## src/rtl/axis_burst_writer.sv

```systemverilog
// Result-stream sink: buffers AXI-Stream words in a FIFO and drains them as AXI4 INCR write
// bursts into a circular address window. Define BURST_WRITER_FLUSH_EN to add the flush input.
module axis_burst_writer #(
    parameter int unsigned           DATA_WIDTH   = 16,
    parameter int unsigned           ADDR_WIDTH   = 32,
    parameter int unsigned           BURST_LEN    = 8,
    parameter int unsigned           FIFO_DEPTH   = 16,
    parameter logic [ADDR_WIDTH-1:0] BASE_ADDR    = '0,
    parameter int unsigned           WINDOW_BYTES = 1024
) (
    input  logic                      clk,
    input  logic                      rstn,
`ifdef BURST_WRITER_FLUSH_EN
    input  logic                      flush,
`endif
    input  logic                      s_axis_tvalid,
    output logic                      s_axis_tready,
    input  logic [DATA_WIDTH-1:0]     s_axis_tdata,
    output logic [ADDR_WIDTH-1:0]     m_axi_awaddr,
    output logic [7:0]                m_axi_awlen,
    output logic [2:0]                m_axi_awsize,
    output logic [1:0]                m_axi_awburst,
    output logic                      m_axi_awvalid,
    input  logic                      m_axi_awready,
    output logic [DATA_WIDTH-1:0]     m_axi_wdata,
    output logic [DATA_WIDTH/8-1:0]   m_axi_wstrb,
    output logic                      m_axi_wlast,
    output logic                      m_axi_wvalid,
    input  logic                      m_axi_wready,
    input  logic [1:0]                m_axi_bresp,
    input  logic                      m_axi_bvalid,
    output logic                      m_axi_bready,
    output logic [15:0]               bursts_done,
    output logic                      resp_err
);

    localparam int unsigned STRB_W = DATA_WIDTH / 8;
    localparam int unsigned AXSIZE = $clog2(STRB_W);
    localparam int unsigned PTR_W  = $clog2(FIFO_DEPTH);
    localparam int unsigned CNT_W  = PTR_W + 1;
    localparam int unsigned LEN_W  = 5;
    localparam int unsigned EXT_W  = ADDR_WIDTH + 1;
    localparam logic [EXT_W-1:0] WIN_END = EXT_W'(BASE_ADDR) + EXT_W'(WINDOW_BYTES);

    typedef enum logic [1:0] {S_IDLE, S_ADDR, S_DATA, S_RESP} state_e;

    state_e                  state_q, state_d;
    logic [DATA_WIDTH-1:0]   mem_q [FIFO_DEPTH];
    logic [PTR_W-1:0]        wr_ptr_q, rd_ptr_q;
    logic [CNT_W-1:0]        count_q, count_d;
    logic                    tready_q;
    logic                    push, pop;
    logic                    full_burst, flush_req, start;
    logic [LEN_W-1:0]        issue_len;
    logic [EXT_W-1:0]        issue_end, done_end;
    logic [ADDR_WIDTH-1:0]   cur_addr_q, cur_addr_d, awaddr_q, awaddr_d;
    logic [LEN_W-1:0]        len_q, len_d, beat_q, beat_d;
    logic                    awvalid_q, awvalid_d, wvalid_q, wvalid_d;
    logic                    wlast_q, wlast_d, bready_q, bready_d;
    logic [15:0]             bursts_q, bursts_d;
    logic                    resp_err_q, resp_err_d;

    assign push = s_axis_tvalid && tready_q;
    assign pop  = wvalid_q && m_axi_wready;

    always_comb begin
        count_d = count_q;
        case ({push, pop})
            2'b10:   count_d = count_q + CNT_W'(1);
            2'b01:   count_d = count_q - CNT_W'(1);
            default: count_d = count_q;
        endcase
    end

    // FIFO storage carries no reset; only pointers and count define its contents.
    always_ff @(posedge clk) begin
        if (push) mem_q[wr_ptr_q] <= s_axis_tdata;
    end

    always_ff @(posedge clk or negedge rstn) begin
        if (!rstn) begin
            wr_ptr_q <= '0;
            rd_ptr_q <= '0;
            count_q  <= '0;
            tready_q <= 1'b1;
        end else begin
            if (push) wr_ptr_q <= wr_ptr_q + PTR_W'(1);
            if (pop)  rd_ptr_q <= rd_ptr_q + PTR_W'(1);
            count_q  <= count_d;
            tready_q <= (count_d != CNT_W'(FIFO_DEPTH));
        end
    end

    assign full_burst = (count_q >= CNT_W'(BURST_LEN));
`ifdef BURST_WRITER_FLUSH_EN
    assign flush_req  = flush && (count_q != '0);
`else
    assign flush_req  = 1'b0;
`endif
    assign start     = full_burst || flush_req;
    assign issue_len = full_burst ? LEN_W'(BURST_LEN) : LEN_W'(count_q);
    assign issue_end = EXT_W'(cur_addr_q) + (EXT_W'(issue_len) << AXSIZE);
    assign done_end  = EXT_W'(awaddr_q) + (EXT_W'(len_q) << AXSIZE);

    always_ff @(posedge clk or negedge rstn) begin
        if (!rstn) state_q <= S_IDLE;
        else       state_q <= state_d;
    end

    always_comb begin
        state_d = state_q;
        case (state_q)
            S_IDLE:  if (start) state_d = S_ADDR;
            S_ADDR:  if (m_axi_awready) state_d = S_DATA;
            S_DATA:  if (m_axi_wready && m_axi_wlast) state_d = S_RESP;
            S_RESP:  if (m_axi_bvalid) state_d = S_IDLE;
            default: state_d = S_IDLE;
        endcase
    end

    // Next values of the registered AXI outputs and burst bookkeeping.
    always_comb begin
        awaddr_d   = awaddr_q;
        len_d      = len_q;
        beat_d     = beat_q;
        cur_addr_d = cur_addr_q;
        bursts_d   = bursts_q;
        resp_err_d = resp_err_q;
        if ((state_q == S_IDLE) && start) begin
            len_d    = issue_len;
            awaddr_d = (issue_end > WIN_END) ? BASE_ADDR : cur_addr_q;
        end
        if (state_q == S_ADDR) beat_d = '0;
        else if (pop)          beat_d = beat_q + LEN_W'(1);
        if ((state_q == S_RESP) && m_axi_bvalid) begin
            bursts_d   = bursts_q + 16'd1;
            resp_err_d = resp_err_q || (m_axi_bresp != 2'b00);
            cur_addr_d = (done_end >= WIN_END) ? BASE_ADDR : ADDR_WIDTH'(done_end);
        end
        awvalid_d = (state_d == S_ADDR);
        wvalid_d  = (state_d == S_DATA);
        wlast_d   = (state_d == S_DATA) && (beat_d == len_d - LEN_W'(1));
        bready_d  = (state_d == S_RESP);
    end

    always_ff @(posedge clk or negedge rstn) begin
        if (!rstn) begin
            awaddr_q   <= BASE_ADDR;
            cur_addr_q <= BASE_ADDR;
            len_q      <= LEN_W'(BURST_LEN);
            beat_q     <= '0;
            awvalid_q  <= 1'b0;
            wvalid_q   <= 1'b0;
            wlast_q    <= 1'b0;
            bready_q   <= 1'b0;
            bursts_q   <= '0;
            resp_err_q <= 1'b0;
        end else begin
            awaddr_q   <= awaddr_d;
            cur_addr_q <= cur_addr_d;
            len_q      <= len_d;
            beat_q     <= beat_d;
            awvalid_q  <= awvalid_d;
            wvalid_q   <= wvalid_d;
            wlast_q    <= wlast_d;
            bready_q   <= bready_d;
            bursts_q   <= bursts_d;
            resp_err_q <= resp_err_d;
        end
    end

    assign s_axis_tready = tready_q;
    assign m_axi_awaddr  = awaddr_q;
    assign m_axi_awlen   = 8'(len_q - LEN_W'(1));
    assign m_axi_awsize  = 3'(AXSIZE);
    assign m_axi_awburst = 2'b01;
    assign m_axi_awvalid = awvalid_q;
    assign m_axi_wdata   = mem_q[rd_ptr_q];
    assign m_axi_wstrb   = '1;
    assign m_axi_wlast   = wlast_q;
    assign m_axi_wvalid  = wvalid_q;
    assign m_axi_bready  = bready_q;
    assign bursts_done   = bursts_q;
    assign resp_err      = resp_err_q;

endmodule

```

## config.mk

```make
export PLATFORM = sky130hd
export DESIGN_NAME = axis_burst_writer
export DESIGN_NICKNAME = d
export VERILOG_FILES = /design/src/rtl/axis_burst_writer.sv
export SDC_FILE = /design/constraint.sdc
export NUM_CORES = 1
export LEC_CHECK = 0
export CORE_MARGIN = 3
export CORE_UTILIZATION = 51
export CTS_CLUSTER_SIZE = 20
export DETAILED_ROUTE_END_ITERATION = 8
export PLACE_DENSITY = 0.71
export SLEW_MARGIN = 20
export SYNTH_ARGS = -nofsm -noshare
export SYNTH_HDL_FRONTEND = slang
export SYNTH_SLANG_ARGS = --single-unit
```

## constraint.sdc

```tcl
create_clock -name clk -period 3.72 [get_ports clk]
set_clock_uncertainty 0.05 [all_clocks]
set_input_delay 0.744 -clock clk [delete_from_list [all_inputs] [get_ports clk]]
set_output_delay 0.744 -clock clk [all_outputs]
set_load 0.005 [all_outputs]
```

==> run metrics, run 1 <==
Remaining Overflow, GRT 0; Total Wirelength 34.6 mm; power share of the combinational group 0.298; post-route ant nets 0; P_int 9.11 mW; Pwr Total 12.8 mW; most frequent cells in the layout edfxtp_1, dfrtp_1, clkdlybuf4s50_1, mux4_2, nand2_1; critical path fanouts, max 39; Worst Hold Class input pin to async pin; Cells after Synth 1026; CTS Hold Buffers Added 0; FF+latch count, synth 367; Pwr Density 681 nW/um2; RSZ-0062 raised after global routing no; final hold viol count 0; Final Util 0.614; most common cell after layout, fill and taps aside edfxtp_1; first-pass GRT wire length 54.0 mm; min Tclk post-route 3610 ps; final slew viol count 0; slowest CP cell mux4_2; Worst-path clk slew 60 ps; Setup TNS 0 ps; WS Path Type flip-flop to output pin; Fin Hold WS 121 ps; vias in the first global route 9416; cells along the critical path buf_12, mux4_2, mux4_2, clkdlybuf4s50_1; sequential area share after synthesis 0.656; Final Cycle Share 0.970; Crit path largest cell delay 570 ps; Sw Pwr 3.73 mW; EDFF count, synth 256; Sequential Power Share 0.414; Rows 64; mean post-synth cell area 15.6 um2; CORE AREA 30700 um2; Fmax achieved 277 MHz; I/O Pins 109; Starting DRT DRC Count 721; clock buffer depth 3; final number of setup-violating endpoints 0; drt first pass iters 5; relative slew slack 0.576; CTS tree built; drt wl/cell 21.8 um; Vert. Die Dim 183 um; via count 9431; crit-path most repeated cell mux4_2; Clock Latency Late Sink 520 ps; Initial Utilization 0.519; clk root buf clkbuf_16; share of post-route cells with drive strength above 1 0.180; number of remaining DRC errors 0; Post-synth top flop edfxtp_1; FF-to-FF setup slack 250 ps; status finished clean; synthesis-to-finish area growth 18.2%; die span in x 183 um; ant diodes 0; Pleak 6.80 nW; Worst Tran Pin Value 620 ps; GPL Wtd Cong 0.892; FFs w/ async S/R, synth 0.302; Post-Synthesis Cell Area 16000 um2; crit end category output pin; Worst Path Required 2930 ps; input/output buffers 101; HPWL after detailed placement 21.5 mm; htree depth 2; power share of the clock group 0.288; clk sinks 367; initial antenna violation count 0; CTS Buf Count 39; Reg area 10500 um2; fillcell total 2291; Critical Path AT 2810 ps; DR vias/cell 5.95; placed cell count 1512; peak supply drop 0.000466 V; Ys Warns 0; nets@finish 1209; startpoint types flip-flop; GRT Util Overall 0.207; final cell count without fillers 1584; die area 33500 um2; Net Sw Frac 0.291; Synth cell types 73; largest net degree at the start of global routing 78; maxcap violations 0; Multi-input gate area 5210 um2
critical path: cells and delay by family, from the launching register on:
| family | cells | cell delay [ps] |
|---|---|---|
| multiplexers | 2 | 1060 |
| buffers and inverters | 2 | 770 |
| flip-flops | 1 | 450 |
timing repair:
action	CTS	global route
resized for setup	1	3
pin swaps	0	1
endpoints found under the setup margin	5	12
setup buffers	0	2
layer usage:
metal,GRT usage,wire length [um],vias up
li1,-,-,4224
met2,0.353,17500,327
met5,0,0,-
met3,0.0347,2150,65
met1,0.285,14300,4815
met4,0.0478,695,0
cells by family (layout without fill, tap and decap cells):
kind of cell,after synthesis,in the layout,share of synthesized area
XOR/XNOR,52,52,0.0285
adder cells (fa/ha/maj),26,26,0.0218
AO/OA/AOI/OAI,111,111,0.0513
multiplexers,90,90,0.120
buffers and inverters,77,233,0.0234
other,2,8,0.000470
AND/OR/NAND/NOR,301,301,0.0988
flip-flops,367,367,0.656
state kept, by name, indices dropped and copies added (netlist names):
| register | cells |
|---|---|
| resp_err | 1 |
| cur_addr_q | 32 |
| beat_q | 5 |
| m_axi_bready | 1 |
| rd_ptr_q | 4 |
| mem_q | 256 |
| len_q | 5 |
| state_q | 2 |
| s_axis_tready | 1 |
| m_axi_awvalid | 1 |
| count_q | 5 |
| bursts_done | 16 |
| wr_ptr_q | 4 |
| m_axi_wvalid | 1 |
| m_axi_awaddr | 32 |
| m_axi_wlast | 1 |
per-stage QoR:
step           setup slack, ps  cell area, um2
2_1_floorplan              733           16000
3_3_place_gp               216           17600
3_5_place_dp              60.9           17600
4_1_cts                   48.4           18800
5_1_grt                   5.35           18900
6_report                   112           18900
cells in the mapped netlist, types with 8 or more instances:
cell type	instances	area, um2
a21oi_1	16	80.1
and2_1	49	307
and3_1	8	50.1
buf_4	11	82.6
clkbuf_1	23	86.3
dfrtp_1	109	2730
edfxtp_1	256	7690
ha_1	23	288
inv_1	27	101
mux4_2	81	1820
nand2_1	74	278
nand3_1	26	130
nand4_1	24	150
nor2_1	54	203
nor3_1	15	75.1
nor4_1	10	62.6
o21ai_0	15	75.1
o31ai_1	18	135
xnor2_1	28	245
xor2_1	24	210
power groups by stage:
stage          Sequential [mW]  Clock [mW]  Combinational [mW]
6_report                  5.31        3.70                3.83
3_3_place_gp              5.38           0                3.76
2_1_floorplan             5.17           0                2.54
3_5_place_dp              5.40           0                3.83
4_1_cts                   5.33        3.79                3.85
5_1_grt                   5.37        3.96                4.14
area by class of cell:
class | instances | share of cell area
Clock buffer | 54 | 0.0558
Tap cell | 396 | 0.0263
Multi-Input combinational cell | 588 | 0.276
Timing Repair Buffer | 136 | 0.0722
Inverter | 27 | 0.00537
Sequential cell | 367 | 0.555
Clock inverter | 16 | 0.00908
path summary, 6_finish.rpt:
| path | start | to | cells past startpoint |
|---|---|---|---|
| setup / recovery | rd_ptr_q[0] | m_axi_wdata[5] | 4 |
| hold / removal | rstn | cur_addr_q[27] | 1 |
| setup reg to reg | count_q[3] | m_axi_awaddr[0] | 11 |
| hold reg to reg | bursts_done[15] | bursts_done[15] | 1 |
| max in group asynchronous | rstn | len_q[3] | 2 |
| min in group clk | bursts_done[15] | bursts_done[15] | 1 |
Note: power is estimated with default switching activity, not from simulation.
==> run 2: changes to the inputs <==
- CTS_BUF_LIST: default -> sky130_fd_sc_hd__clkbuf_16
==> run metrics, run 2 (synthesized netlist as in run 1, its figures left out) <==
Initial Utilization 0.519 (unchanged); RSZ-0062 raised after global routing no (unchanged); Worst-path clk slew 60 ps (about the same); Setup TNS 0 ps (unchanged); peak supply drop 0.000465 V (was 0.000466 V); share of post-route cells with drive strength above 1 0.178 (was 0.180); P_int 9.03 mW (was 9.11 mW); Worst Tran Pin Value 620 ps (about the same); Fin Hold WS 120 ps (was 121 ps); power share of the clock group 0.284 (was 0.288); Pwr Density 678 nW/um2 (was 681 nW/um2); final number of setup-violating endpoints 0 (unchanged); Sw Pwr 3.74 mW (was 3.73 mW); crit end category output pin (unchanged); initial antenna violation count 0 (unchanged); Net Sw Frac 0.293 (was 0.291); nets@finish 1209 (unchanged); final slew viol count 0 (unchanged); htree depth 2 (unchanged); critical path fanouts, max 39 (unchanged); Fmax achieved 277 MHz (about the same); CTS tree built (unchanged); Critical Path AT 2820 ps (was 2810 ps); Total Wirelength 34.6 mm (about the same); die span in x 183 um (unchanged); clk root buf clkbuf_16 (unchanged); fillcell total 2290 (was 2291); post-route ant nets 0 (unchanged); DR vias/cell 5.96 (was 5.95); input/output buffers 101 (unchanged); status finished clean (unchanged); largest net degree at the start of global routing 78 (unchanged); clock buffer depth 3 (unchanged); I/O Pins 109 (unchanged); first-pass GRT wire length 54.1 mm (was 54.0 mm); most frequent cells in the layout edfxtp_1, dfrtp_1, clkdlybuf4s50_1, mux4_2, nand2_1 (unchanged); max reg flops 256 (unchanged); min Tclk post-route 3610 ps (about the same); relative slew slack 0.576 (about the same); die area 33500 um2 (unchanged); startpoint types flip-flop (unchanged); Starting DRT DRC Count 727 (was 721); number of remaining DRC errors 0 (unchanged); ant diodes 0 (unchanged); Vert. Die Dim 183 um (unchanged); GRT Util Overall 0.207 (about the same); Final Cycle Share 0.970 (about the same); WS Path Type flip-flop to output pin (unchanged); Clock Latency Late Sink 520 ps (about the same); drt first pass iters 6 (was 5); CTS Buf Count 39 (unchanged); vias in the first global route 9422 (was 9416); GPL Wtd Cong 0.892 (unchanged); power share of the combinational group 0.300 (was 0.298); Rows 64 (unchanged); clk sinks 367 (unchanged); Worst Path Required 2930 ps (about the same); Remaining Overflow, GRT 0 (unchanged); synthesis-to-finish area growth 18.1% (was 18.2%); CORE AREA 30700 um2 (unchanged); HPWL after detailed placement 21.5 mm (unchanged); maxcap violations 0 (unchanged); Sequential Power Share 0.416 (was 0.414); Pleak 6.85 nW (was 6.80 nW); largest reg by FF count mem_q (unchanged); final hold viol count 0 (unchanged); via count 9443 (was 9431); most common cell after layout, fill and taps aside edfxtp_1 (unchanged); drt wl/cell 21.8 um (about the same); Worst Hold Class input pin to async pin (unchanged)
[run 2: cell count changes in the layout (fill, tap and decap cells not counted)]
| cell | previous run | this run |
|---|---|---|
| clkbuf_1 | 13 | 0 |
| clkinv_1 | 7 | 9 |
| inv_1 | 27 | 40 |
| clkbuf_8 | 2 | 0 |
[run 2: final timing paths]
| kind | cells past startpoint | slack, ps | end | start |
|---|---|---|---|---|
| worst max register to register | 11 | 200 | m_axi_awaddr[0] | count_q[3] |
| worst min register to register | 1 | 420 | bursts_done[15] | bursts_done[15] |
| worst min-delay path | 1 | 120 | cur_addr_q[27] | rstn |
| max in group asynchronous | 2 | 2680 | len_q[3] | rstn |
| min in group clk | 1 | 420 | bursts_done[15] | bursts_done[15] |
| worst max-delay path | 4 | 110 | m_axi_wdata[5] | rd_ptr_q[0] |
[run 2: per-stage QoR]
stage	util	cells	worst slack [ps]	power [mW]	area (um2)
2_1_floorplan	-	1032	733	7.72	16000
3_3_place_gp	0.573	1512	216	9.14	17600
3_5_place_dp	0.573	1512	60.9	9.23	17600
4_1_cts	0.612	1582	48.6	12.9	18800
5_1_grt	0.613	1584	5.35	13.4	18800
6_report	0.613	1584	110	12.8	18800
[run 2: power by group through the flow]
stage | sequential (mW) | combinational [mW] | clock [mW]
3_5_place_dp | 5.40 | 3.83 | 0
2_1_floorplan | 5.17 | 2.54 | 0
3_3_place_gp | 5.38 | 3.76 | 0
5_1_grt | 5.37 | 4.14 | 3.88
4_1_cts | 5.33 | 3.85 | 3.71
6_report | 5.32 | 3.83 | 3.62
[run 2: critical path: stages, from the launching register on]
cell	delay [ps]
dfrtp_4	450
buf_12	290
mux4_2	570
mux4_2	490
clkdlybuf4s50_1	470
[run 2: what timing repair did]
| item | in CTS | in global routing |
|---|---|---|
| hold buffers | 0 | 0 |
| setup endpoints to repair | 5 | 12 |
| setup buffers | 0 | 2 |
| pin swaps | 0 | 1 |
| resized for setup | 1 | 3 |
[run 2: cell type report]
type | count | area (um2) | area share
repair buffers | 136 | 1360 | 0.0723
clock inverters | 31 | 228 | 0.0121
well taps | 396 | 495 | 0.0263
flip-flops and latches | 367 | 10500 | 0.556
clock buffers | 39 | 976 | 0.0518
multi-input cells | 588 | 5210 | 0.276
inverters | 27 | 101 | 0.00538
[run 2: metal layers]
| layer | up-vias | share of wire | GRT usage |
|---|---|---|---|
| met5 | - | 0 | 0 |
| met4 | 0 | 0.021 | 0.0478 |
| met3 | 66 | 0.065 | 0.0347 |
| met2 | 349 | 0.50 | 0.353 |
| met1 | 4807 | 0.41 | 0.285 |
| li1 | 4221 | - | - |
